## src/rtl/traffic_phase_ctrl_if.sv

```systemverilog
// Signal bundle between the intersection timer/request logic and the phase controller.
// The master side drives tick, night and pedestrian requests; the slave side drives the lamps.
interface traffic_phase_ctrl_if;
    logic       en;
    logic       night_mode;
    logic       ns_ped;
    logic       ew_ped;
    logic [1:0] ns_light;
    logic [1:0] ew_light;
    logic       lamp_on;
    logic       ns_walk;
    logic       ew_walk;
    logic [3:0] phase;
    logic       phase_done;

    modport master (
        output en, night_mode, ns_ped, ew_ped,
        input  ns_light, ew_light, lamp_on, ns_walk, ew_walk, phase, phase_done
    );

    modport slave (
        input  en, night_mode, ns_ped, ew_ped,
        output ns_light, ew_light, lamp_on, ns_walk, ew_walk, phase, phase_done
    );
endinterface

```

## src/rtl/traffic_phase_ctrl.sv

```systemverilog
// Four-way intersection phase controller with per-phase durations, all-red clearance,
// pedestrian truncation of the opposing green and a night flash mode.
module traffic_phase_ctrl #(
    parameter int CNT_W     = 8,
    parameter int GREEN_T   = 40,
    parameter int LEFT_T    = 20,
    parameter int YELLOW_T  = 5,
    parameter int ALLRED_T  = 2,
    parameter int MIN_GREEN = 10,
    parameter int FLASH_T   = 8
) (
    input logic                 clk,
    input logic                 rst_n,
    traffic_phase_ctrl_if.slave bus
);

    // state     | meaning
    // NS_GREEN  | N/S through green, N/S walk lit
    // NS_Y      | N/S yellow after through green
    // AR1       | all-red clearance before E/W left
    // EW_LEFT   | E/W protected left
    // EW_LEFT_Y | E/W yellow after left
    // EW_GREEN  | E/W through green, E/W walk lit
    // EW_Y      | E/W yellow after through green
    // AR2       | all-red clearance before N/S left (also flash recovery)
    // NS_LEFT   | N/S protected left
    // NS_LEFT_Y | N/S yellow after left
    // FLASH     | night flash, N/S yellow and E/W red with pulsing lamp power
    typedef enum logic [3:0] {
        NS_GREEN  = 4'd0,
        NS_Y      = 4'd1,
        AR1       = 4'd2,
        EW_LEFT   = 4'd3,
        EW_LEFT_Y = 4'd4,
        EW_GREEN  = 4'd5,
        EW_Y      = 4'd6,
        AR2       = 4'd7,
        NS_LEFT   = 4'd8,
        NS_LEFT_Y = 4'd9,
        FLASH     = 4'd10
    } state_t;

    localparam logic [1:0] L_GREEN  = 2'd0;
    localparam logic [1:0] L_YELLOW = 2'd1;
    localparam logic [1:0] L_RED    = 2'd2;
    localparam logic [1:0] L_LEFT   = 2'd3;

    localparam logic [CNT_W-1:0] G_LAST   = CNT_W'(GREEN_T - 1);
    localparam logic [CNT_W-1:0] L_LAST   = CNT_W'(LEFT_T - 1);
    localparam logic [CNT_W-1:0] Y_LAST   = CNT_W'(YELLOW_T - 1);
    localparam logic [CNT_W-1:0] AR_LAST  = CNT_W'(ALLRED_T - 1);
    localparam logic [CNT_W-1:0] MIN_LAST = CNT_W'(MIN_GREEN - 1);
    localparam logic [CNT_W-1:0] F_LAST   = CNT_W'(FLASH_T - 1);

    if (GREEN_T < 1 || LEFT_T < 1 || YELLOW_T < 1 || ALLRED_T < 1 || MIN_GREEN < 1 ||
        FLASH_T < 1 || MIN_GREEN > GREEN_T ||
        GREEN_T >= (1 << CNT_W) || LEFT_T >= (1 << CNT_W) || YELLOW_T >= (1 << CNT_W) ||
        ALLRED_T >= (1 << CNT_W) || MIN_GREEN >= (1 << CNT_W) || FLASH_T >= (1 << CNT_W))
    begin : g_param_check
        $error("traffic_phase_ctrl: duration parameters out of range");
    end

    state_t           state;
    state_t           next_state;
    state_t           succ;
    logic [CNT_W-1:0] cnt;
    logic             advance;
    logic             illegal;
    logic             flash_wrap;
    logic             ns_pend;
    logic             ew_pend;
    logic             ns_req;
    logic             ew_req;
    logic [1:0]       ns_light_q;
    logic [1:0]       ew_light_q;
    logic             lamp_q;
    logic             ns_walk_q;
    logic             ew_walk_q;

    function automatic logic [3:0] lamps_of(input state_t s);
        case (s)
            NS_GREEN:         lamps_of = {L_GREEN,  L_RED};
            NS_Y:             lamps_of = {L_YELLOW, L_RED};
            EW_LEFT:          lamps_of = {L_RED,    L_LEFT};
            EW_LEFT_Y, EW_Y:  lamps_of = {L_RED,    L_YELLOW};
            EW_GREEN:         lamps_of = {L_RED,    L_GREEN};
            NS_LEFT:          lamps_of = {L_LEFT,   L_RED};
            NS_LEFT_Y, FLASH: lamps_of = {L_YELLOW, L_RED};
            default:          lamps_of = {L_RED,    L_RED};
        endcase
    endfunction

    // A live request counts the same as a latched one for truncating the opposing green.
    assign ns_req     = ns_pend | bus.ns_ped;
    assign ew_req     = ew_pend | bus.ew_ped;
    assign flash_wrap = (state == FLASH) && bus.en && (cnt == F_LAST);

    always_comb begin
        succ    = state;
        advance = 1'b0;
        illegal = 1'b0;
        case (state)
            NS_GREEN: begin
                succ    = NS_Y;
                advance = bus.en && ((cnt == G_LAST) || (ew_req && cnt >= MIN_LAST));
            end
            NS_Y: begin
                succ    = AR1;
                advance = bus.en && (cnt == Y_LAST);
            end
            AR1: begin
                succ    = bus.night_mode ? FLASH : EW_LEFT;
                advance = bus.en && (cnt == AR_LAST);
            end
            EW_LEFT: begin
                succ    = EW_LEFT_Y;
                advance = bus.en && (cnt == L_LAST);
            end
            EW_LEFT_Y: begin
                succ    = EW_GREEN;
                advance = bus.en && (cnt == Y_LAST);
            end
            EW_GREEN: begin
                succ    = EW_Y;
                advance = bus.en && ((cnt == G_LAST) || (ns_req && cnt >= MIN_LAST));
            end
            EW_Y: begin
                succ    = AR2;
                advance = bus.en && (cnt == Y_LAST);
            end
            AR2: begin
                succ    = bus.night_mode ? FLASH : NS_LEFT;
                advance = bus.en && (cnt == AR_LAST);
            end
            NS_LEFT: begin
                succ    = NS_LEFT_Y;
                advance = bus.en && (cnt == L_LAST);
            end
            NS_LEFT_Y: begin
                succ    = NS_GREEN;
                advance = bus.en && (cnt == Y_LAST);
            end
            FLASH: begin
                succ    = AR2;
                advance = bus.en && !bus.night_mode;
            end
            default: illegal = 1'b1;
        endcase

        if (illegal)
            next_state = AR2;
        else if (advance)
            next_state = succ;
        else
            next_state = state;
    end

    always_ff @(posedge clk or negedge rst_n) begin
        if (!rst_n) begin
            state      <= NS_GREEN;
            cnt        <= '0;
            ns_light_q <= L_GREEN;
            ew_light_q <= L_RED;
            lamp_q     <= 1'b1;
            ns_walk_q  <= 1'b1;
            ew_walk_q  <= 1'b0;
            ns_pend    <= 1'b0;
            ew_pend    <= 1'b0;
        end else begin
            state <= next_state;

            // In FLASH the counter wraps every half-period instead of ending the phase.
            if (next_state != state)
                cnt <= '0;
            else if (bus.en)
                cnt <= flash_wrap ? '0 : cnt + 1'b1;

            {ns_light_q, ew_light_q} <= lamps_of(next_state);
            ns_walk_q <= (next_state == NS_GREEN);
            ew_walk_q <= (next_state == EW_GREEN);

            if (next_state != FLASH || state != FLASH)
                lamp_q <= 1'b1;
            else if (flash_wrap)
                lamp_q <= ~lamp_q;

            if (next_state == NS_GREEN && state != NS_GREEN)
                ns_pend <= 1'b0;
            else if (bus.ns_ped && state != NS_GREEN)
                ns_pend <= 1'b1;

            if (next_state == EW_GREEN && state != EW_GREEN)
                ew_pend <= 1'b0;
            else if (bus.ew_ped && state != EW_GREEN)
                ew_pend <= 1'b1;
        end
    end

    assign bus.ns_light   = ns_light_q;
    assign bus.ew_light   = ew_light_q;
    assign bus.lamp_on    = lamp_q;
    assign bus.ns_walk    = ns_walk_q;
    assign bus.ew_walk    = ew_walk_q;
    assign bus.phase      = state;
    assign bus.phase_done = advance;

endmodule

```

## src/flat_wrapper.sv

```systemverilog
// flat-port wrapper written by rule: the top's interface ports become plain ports
module traffic_phase_ctrl_flat 
#(
    parameter int CNT_W     = 8,
    parameter int GREEN_T   = 40,
    parameter int LEFT_T    = 20,
    parameter int YELLOW_T  = 5,
    parameter int ALLRED_T  = 2,
    parameter int MIN_GREEN = 10,
    parameter int FLASH_T   = 8
)
  (clk, rst_n, bus_en, bus_night_mode, bus_ns_ped, bus_ew_ped, bus_ns_light, bus_ew_light, bus_lamp_on, bus_ns_walk, bus_ew_walk, bus_phase, bus_phase_done);
  traffic_phase_ctrl_if bus_i ();
  input logic clk;
  input logic rst_n;
  input wire logic [$bits(bus_i.en)-1:0] bus_en;
  input wire logic [$bits(bus_i.night_mode)-1:0] bus_night_mode;
  input wire logic [$bits(bus_i.ns_ped)-1:0] bus_ns_ped;
  input wire logic [$bits(bus_i.ew_ped)-1:0] bus_ew_ped;
  output wire logic [$bits(bus_i.ns_light)-1:0] bus_ns_light;
  output wire logic [$bits(bus_i.ew_light)-1:0] bus_ew_light;
  output wire logic [$bits(bus_i.lamp_on)-1:0] bus_lamp_on;
  output wire logic [$bits(bus_i.ns_walk)-1:0] bus_ns_walk;
  output wire logic [$bits(bus_i.ew_walk)-1:0] bus_ew_walk;
  output wire logic [$bits(bus_i.phase)-1:0] bus_phase;
  output wire logic [$bits(bus_i.phase_done)-1:0] bus_phase_done;
  assign bus_i.en = bus_en;
  assign bus_i.night_mode = bus_night_mode;
  assign bus_i.ns_ped = bus_ns_ped;
  assign bus_i.ew_ped = bus_ew_ped;
  assign bus_ns_light = bus_i.ns_light;
  assign bus_ew_light = bus_i.ew_light;
  assign bus_lamp_on = bus_i.lamp_on;
  assign bus_ns_walk = bus_i.ns_walk;
  assign bus_ew_walk = bus_i.ew_walk;
  assign bus_phase = bus_i.phase;
  assign bus_phase_done = bus_i.phase_done;
  traffic_phase_ctrl #(.CNT_W(CNT_W), .GREEN_T(GREEN_T), .LEFT_T(LEFT_T), .YELLOW_T(YELLOW_T), .ALLRED_T(ALLRED_T), .MIN_GREEN(MIN_GREEN), .FLASH_T(FLASH_T)) u_core (.clk(clk), .rst_n(rst_n), .bus(bus_i));
endmodule
```

## config.mk

```make
export PLATFORM = sky130hd
export DESIGN_NAME = traffic_phase_ctrl_flat
export DESIGN_NICKNAME = d
export VERILOG_FILES = /design/src/rtl/traffic_phase_ctrl_if.sv /design/src/rtl/traffic_phase_ctrl.sv /design/src/flat_wrapper.sv
export SDC_FILE = /design/constraint.sdc
export NUM_CORES = 1
export LEC_CHECK = 0
export CAP_MARGIN = 20
export CORE_ASPECT_RATIO = 2
export CORE_MARGIN = 8
export CORE_UTILIZATION = 55
export DETAILED_ROUTE_END_ITERATION = 10
export PLACE_DENSITY_LB_ADDON = 0.3
export SYNTH_ARGS = -nofsm -noshare
export SYNTH_HDL_FRONTEND = slang
export SYNTH_SLANG_ARGS = --single-unit
export TNS_END_PERCENT = 10
```

## constraint.sdc

```tcl
create_clock -name clk -period 3.5 [get_ports clk]
set_clock_uncertainty 0.1 [all_clocks]
set_input_delay 0.7 -clock clk [delete_from_list [all_inputs] [get_ports clk]]
set_output_delay 0.7 -clock clk [all_outputs]
set_load 0.02 [all_outputs]
```

* Word-level counts from Yosys, hierarchy flattened *
Memory sizes are Yosys's and may differ from the RTL's. A register that Yosys moved wholly into a read port is not among the register bits.
Index checks and enable logic that the tools add are counted.
Widths: inputs -> output; s select.

word-level totals
  bits in registers = 17
  memory bits (read-only) = 64
  input port bits = 6
  output and inout port bits = 12
  logic and storage cells = 79
  memories kept = 1

memories
  memory           depth  width  read ports  clocked after Yosys merged registers in  write ports  line                      text
  (no name shown)  16     4      1           1                                        0            traffic_phase_ctrl.sv:81  case (s)

operators by class
  $add $sub $neg = 1
  order comparisons = 1
  equality and inequality tests = 20
  mux-type cells = 15
  bitwise logic cells = 3
  reductions and logical operators = 31

operators with widths
  operator             number
  $pmux 4 s10          1
  $mux 8               3
  $eq 4x3->1 const B   5
  $eq 8x3->1 const B   2
  $logic_and 1x1->1    14
  $eq 4x4->1 const B   3
  $mux 4               3
  $reduce_or 11->1     1
  $add 8x1->8 const B  1
  $eq 4x2->1 const B   2
  $eq 8x1->1 const B   1
  $eq 8x5->1 const B   1
  $eq 8x6->1 const B   1
  $ge 8x4->1 const B   1
  $logic_not 4->1      2
  $ne 4x4->1 const B   2
  $reduce_bool 2->1    4
  $mux 1               6
  $pmux 1 s6           1
  $reduce_or 2->1      3
  $eq 4x1->1 const B   1
  $ne 4x3->1 const B   1
  $ne 4x4->1           1
  $reduce_bool 4->1    1
  6 further kinds      10

* Depth between registers and ports, before layout *
Gate-level depths: netlist of the first run.

  depth in word-level cells = 10
  depth in mapped cells = 13

* Worst setup path after synthesis of the first run *
OpenSTA, ideal clock, no wires.

  kind = input port to flip-flop
  start point = in bus_en
  end point = reg u_core.ns_light_q[0], in the netlist u_core.bus.ns_light[0]
  data arrival time = 2.887 ns
  required time = 3.335 ns
  path slack = 0.448 ns
  stages on the path = 12
  path buffers = 1
  cell sequence = clkbuf_1 > inv_1 > nor2_2 > nand4_1 > a311oi_2 > o21ai_0 > o21ai_0 > o311a_1 > ha_1 > inv_1 > a2111oi_1 > mux2_2

on the way
  cells in the longest elaborated chain, start to end = 4

ends and longest elaborated chain
  element                                    line                       text
  start, declared                            flat_wrapper.sv:16         input wire logic [$bits(bus_i.en)-1:0] bus_en;
  $logic_and 1x1->1 (tied with other cells)  traffic_phase_ctrl.sv:145  advance = bus.en && !bus.night_mode;
  $pmux 1 s6 (*)                             traffic_phase_ctrl.sv:102  case (state)
  $mux 4 (*)                                 traffic_phase_ctrl.sv:152  else if (advance)
  $mux 4 (*)                                 traffic_phase_ctrl.sv:150  if (illegal)
  end, declared                              traffic_phase_ctrl.sv:74   logic [1:0] ns_light_q;

Every way passes the cells marked *; elsewhere a longest branch is shown, timed or not.
A chain may end at the register's enable or synchronous reset.

* Worst setup path after layout of the first run *
  start point = reg u_core.cnt[3]
  end point = out bus_phase_done

on the way
  cells in the longest elaborated chain, start to end = 5

ends and longest elaborated chain
  element                               line                                                  text
  start, declared                       traffic_phase_ctrl.sv:66                              logic [CNT_W-1:0] cnt;
  start signal, assigned                traffic_phase_ctrl.sv:176                             cnt <= flash_wrap ? '0 : cnt + 1'b1;
  $ge 8x4->1                            traffic_phase_ctrl.sv:105, traffic_phase_ctrl.sv:125
  $logic_and 1x1->1 (on tied branches)  traffic_phase_ctrl.sv:125, traffic_phase_ctrl.sv:105
  $logic_or 1x1->1 (on tied branches)   traffic_phase_ctrl.sv:125, traffic_phase_ctrl.sv:105
  $logic_and 1x1->1 (on tied branches)  traffic_phase_ctrl.sv:125, traffic_phase_ctrl.sv:105
  $pmux 1 s6 (*)                        traffic_phase_ctrl.sv:102
  end, declared                         flat_wrapper.sv:26                                    output wire logic [$bits(bus_i.phase_done)-1:0] bus_phase_done;

Marks and branches as above.

==> results of run 1 <==
==> flip-flops by register name (all words and copies together) (netlist names) <==
signal,flops
u_core.cnt,8
u_core.bus.phase,4
u_core.bus.ew_light,2
u_core.bus.ns_light,2
u_core.bus.ew_walk,1
u_core.bus.lamp_on,1
u_core.bus.ns_walk,1
u_core.ew_pend,1
u_core.ns_pend,1
==> path summary, 6_finish.rpt <==
kind	to	cells after the start	slack [ps]	start
min	u_core.ew_pend	2	470	u_core.ew_pend
min reg2reg	u_core.ew_pend	2	470	u_core.ew_pend
min in group asynchronous	u_core.bus.ew_light[0]	1	580	rst_n
max	bus_phase_done	8	210	u_core.cnt[3]
max in group asynchronous	u_core.bus.lamp_on	2	2250	rst_n
max reg2reg	u_core.bus.ns_light[0]	12	240	u_core.cnt[3]
==> report_power, final <==
part	internal, mW	leakage, nW	switching, mW
Combinational	0.415	0.525	0.489
Sequential	0.327	0.246	0.140
Clock	0.0809	0.0228	0.0731
Total	0.822	0.794	0.702
==> synthesized netlist by cell type (4+ instances only) <==
library cell	count
a21oi_1	4
ha_1	7
xnor2_1	4
nand4_1	4
inv_1	9
clkbuf_1	5
buf_2	5
nor2_1	20
o21ai_0	10
dfrtp_1	18
nand2_1	13
==> critical path, stage by stage, from the launching register on <==
cell           delay [ps]
dfrtp_1               430
or4_4                 560
nor2_2                100
nand4_1               130
a311oi_2              390
buf_4                 190
nor2_4                 30
inv_1                  70
dlygate4sd2_1         340
==> layer usage <==
metal  up-vias  part of all wire, %  track usage (%)
met5         -                    0                0
li1        672                    -                -
met4         0                  1.6             4.57
met3         6                  5.5             3.14
met1       642                   41             19.8
met2        48                   51             26.9
==> metrics by stage <==
step                      setup slack, ps  TNS (ps)
after floorplan                       448         0
after global placement              -29.0     -68.7
after detailed placement            -62.1      -152
after CTS                             170         0
after global routing                 17.2         0
final                                 208         0
==> cell families after synthesis <==
logic type      count (synthesis)  share of synthesized area, %
simple gates                   72                          26.2
buf+inv                        20                          5.40
compound gates                 36                          19.9
xor+xnor                        7                          4.07
flops                          21                          35.2
fa+ha+maj                       7                          5.82
mux                             5                          3.49
==> cell type report <==
class / count / area share, %
multi-input cells: 127 / 47.4
flip-flops and latches: 21 / 28.3
inverters: 10 / 1.99
clock buffers: 4 / 2.39
repair buffers: 37 / 18.0
well taps: 29 / 1.92
==> timing repair <==
action	in CTS	in global routing
endpoints found under the setup margin	1	2
gates resized for setup	4	1
setup buffers	0	0
pin swaps	1	0
cloned	0	0
==> results.cfg, run 1 <==
[outcome]
outcome = finished, final reports clean

[timing]
min_period_over_period_pct = 94.1
slew_headroom_pct = 58.0
hold_ws_ps = 466
finalHoldViolations = 0
fmax_ghz = 0.304
finalSetupViolations = 0
drv_slew = 0
rsz0062_at_grt = false
fin_crit_ps = 3290
worst_pin_slew_ps = 624

[cells_and_area]
area_delta_synth_final_pct = 25.3
layout-drive-gt1-share_pct = 21.6
multiInputGateArea_um2 = 895
stdcell_count = 228
mostFrequentLayoutCells = 20 x nor2_1, 19 x buf_4, 16 x clkdlybuf4s50_1, 15 x dfrtp_1, 13 x nand2_1
antenna_cells = 0
final_util_pct = 70.7
final_cell_area_mm2 = 0.00189
register_area_um2 = 533
final_nets = 213
num-fill-cells = 231
layout_commonest_cell = nor2_1

[floorplan]
io_pins = 18
die_w_um = 53.0
dieArea_mm2 = 0.00477
fp.coreArea_mm2 = 0.00267
rows = 27
die_h_um = 90.0
initial_core_util_pct = 56.4

[flow_run]
cap_violations = 0

[clock_network]
h-tree-depth = 1
cts_made_buffers = 3
clockBufferDepth = 2
cts.sinks = 21
cts_hold_buf = 0
cts_tree = done
worstSkewPairLatency_ps = 250
root_buffer = clkbuf_8
cts.clk_slew.worst_paths_ps = 70

[yosys]
synth_top_area_share_pct = 29.9
yosys_most_used_dff = dfrtp_1
ys_async_sr_fraction_pct = 100
synth-edff-count = 0
netlist_instances = 168
yosysTopAreaCell = dfrtp_1
syn-mean-instance-area_um2 = 8.96
synth_nets = 181
synth_area_leaders = dfrtp_1 30%, ha_1 5.8%, dfstp_2 5.2%
netlist_area_mm2 = 0.00151
synth-seq-cells = 21
seq_area_frac_synth_pct = 35.2
yosys_warnings = 0
synth_cell_type_count = 52

[power_and_ir_drop]
total_power_mw = 1.52
leakage_nw = 0.794
vdd_drop_max_mv = 0.591
power_density_mw_per_mm2 = 809

[place]
dp_hpwl_um = 2870
portBuffers = 17
post-place-cells = 223
placed_cell_area_mm2 = 0.00181
place_congestion = 0.885

[route]
ant_nets = 0
drt_first_pass_iters = 4
routedWlPerCell_um = 16.3
drc = 0
via_per_inst = 6.00
dr_total_vias = 1368
drtIter0Drc = 39
wirelength_um = 3710

[global_route]
globalRouteTotalUtil_pct = 16.2
grt_antenna_before_repair = 0
grt_max_degree = 22
grt_pass1_vias = 1400
grt_pass1_wl_um = 6220
grt-ovfl-total = 0

[min_path]
min_path_type = flop to flop

[critical_path]
arrival_ps = 2490
critical_path.max_fanout = 6
crit_type = flop to output pin
cp-start-kind = flop
required_ps = 2700
cp-end-kind = output pin
No activity file was read; power rests on OpenSTA's default activity.
==> run 2, diff against run 1 <==
--- a/config.mk
+++ b/config.mk
@@ -8,7 +8,7 @@
 export CAP_MARGIN = 20
 export CORE_ASPECT_RATIO = 2
 export CORE_MARGIN = 8
-export CORE_UTILIZATION = 55
+export CORE_UTILIZATION = 40
 export DETAILED_ROUTE_END_ITERATION = 10
 export PLACE_DENSITY_LB_ADDON = 0.3
 export SYNTH_ARGS = -nofsm -noshare
==> run 2 against run 1 <==
  * Combinational power is 5.9% higher
  * Fmax is 0.73% lower
  * Hold slack better by 13 ps
  * Clock-buffer cell count is 1 lower
  * Clock power is 8% higher
  * Critical path depth stayed put
  * Power is 4.3% higher
  * First-iteration DRC count is 54% higher
  * Via count is 1.5% higher
  * Largest power group unchanged
==> results.cfg, run 2 (same netlist as run 1, synthesis figures left out) <==
[outcome]
outcome = finished, final reports clean

[power_and_ir_drop]
power_density_mw_per_mm2 = 837
vdd_drop_max_mv = 0.565
total_power_mw = 1.59
leakage_nw = 0.785

[route]
routedWlPerCell_um = 16.9
ant_nets = 0
wirelength_um = 4150
via_per_inst = 5.64
drtIter0Drc = 60
dr_total_vias = 1388
drt_first_pass_iters = 4
drc = 0

[timing]
finalHoldViolations = 0
fmax_ghz = 0.302
finalSetupViolations = 0
rsz0062_at_grt = false
worst_pin_slew_ps = 653
fin_crit_ps = 3320
hold_ws_ps = 479
min_period_over_period_pct = 94.8
drv_slew = 0
finalSetupTns_ps = 0
slew_headroom_pct = 56.1
setup_slack_ps = 183

[clock_network]
cts.sinks = 21
worstSkewPairLatency_ps = 270
cts.clk_slew.worst_paths_ps = 80
cts_tree = done
root_buffer = clkbuf_8
clockBufferDepth = 2
h-tree-depth = 1
cts_hold_buf = 0
cts_made_buffers = 3

[floorplan]
die_w_um = 59.4
die_h_um = 103
io_pins = 18
fp.coreArea_mm2 = 0.00361
dieArea_mm2 = 0.00610
rows = 31
initial_core_util_pct = 41.7

[min_path]
holdPathStages = 2
min_path_type = flop to flop

[cells_and_area]
mostFrequentLayoutCells = 19 x nor2_1, 17 x buf_4, 16 x clkdlybuf4s50_1, 16 x dfrtp_1, 13 x nand2_1
layout_commonest_cell = nor2_1
area_delta_synth_final_pct = 26.3
final_nets = 211
layout-drive-gt1-share_pct = 21.3
largest_register_ffs = 8
antenna_cells = 0
final_cell_area_mm2 = 0.00190
largest-register = u_core.cnt

[place]
portBuffers = 17
preCtsSetupSlack_ps = -71.3
dp_hpwl_um = 3160
placed_cell_area_mm2 = 0.00181
place_congestion = 0.878

[global_route]
grt_pass1_vias = 1409
grtUsageMet2_pct = 26.8
grt_antenna_before_repair = 0
grtUsageMet1_pct = 14.5
grt-ovfl-total = 0
grt_pass1_wl_um = 6750
globalRouteTotalUtil_pct = 14.3
grt_util_met3_pct = 2.63
grt_max_degree = 22
top_usage_layer = met2

[critical_path]
arrival_ps = 2520
required_ps = 2700
cp-end-kind = output pin
crit_type = flop to output pin
cpMaxStageDelayCell = or4_4
max_stage_delay_ps = 570
critical_path.max_fanout = 6
r2r_cells = 13
cp-start-kind = flop
cp_cell_sequence = or4_4 -> nor2_2 -> nand4_1 -> a311oi_2 -> buf_4 -> nor2_4 -> inv_1 -> dlygate4sd2_1

[flow_run]
cap_violations = 0
[run 2: power by group]
| part | switching [mW] | internal (mW) |
|---|---|---|
| clock network | 0.0866 | 0.0806 |
| registers | 0.140 | 0.326 |
| logic | 0.520 | 0.438 |
[run 2: final cells by class]
| class | count | area [um^2] |
|---|---|---|
| Clock inverter | 1 | 7.51 |
| Inverter | 10 | 37.5 |
| Clock buffer | 3 | 41.3 |
| Timing Repair Buffer | 35 | 324 |
| Tap cell | 49 | 61.3 |
| Sequential cell | 21 | 532 |
| Fill cell | 344 | 1710 |
| Multi-Input combinational cell | 127 | 897 |
[run 2: worst paths after layout]
check	startpoint	end	slack, ps
min reg2reg	u_core.ew_pend	u_core.ew_pend	480
min in group asynchronous	rst_n	u_core.cnt[5]	550
max	u_core.cnt[3]	bus_phase_done	180
min	u_core.ew_pend	u_core.ew_pend	480
max in group asynchronous	rst_n	u_core.bus.ew_light[1]	2300
max reg2reg	u_core.cnt[1]	u_core.bus.ns_light[0]	300
[run 2: critical path: cells and delay by family, from the launching register on]
family | cells | cell delay (ps)
and+or+nand+nor | 4 | 870
AOI/OAI and AO/OA | 1 | 340
DFF | 1 | 440
buffers and inverters | 3 | 590
[run 2: metal layers]
| layer | routed length [um] | vias up |
|---|---|---|
| met5 | 0 | - |
| met4 | 82 | 0 |
| met3 | 164 | 6 |
| met2 | 2390 | 48 |
| met1 | 1510 | 674 |
| li1 | - | 660 |
[run 2: metrics by stage]
stage,cells,util (%)
final,246,52.7
after global routing,246,52.7
after CTS,243,51.4
after detailed placement,239,50.1
after global placement,239,50.1
after floorplan,168,-
[run 2: what timing repair did]
action,4_1_cts,5_1_grt
gates cloned,0,0
pin swaps,0,1
setup endpoints to repair,1,2
buffers inserted,0,2
gates resized for setup,1,4
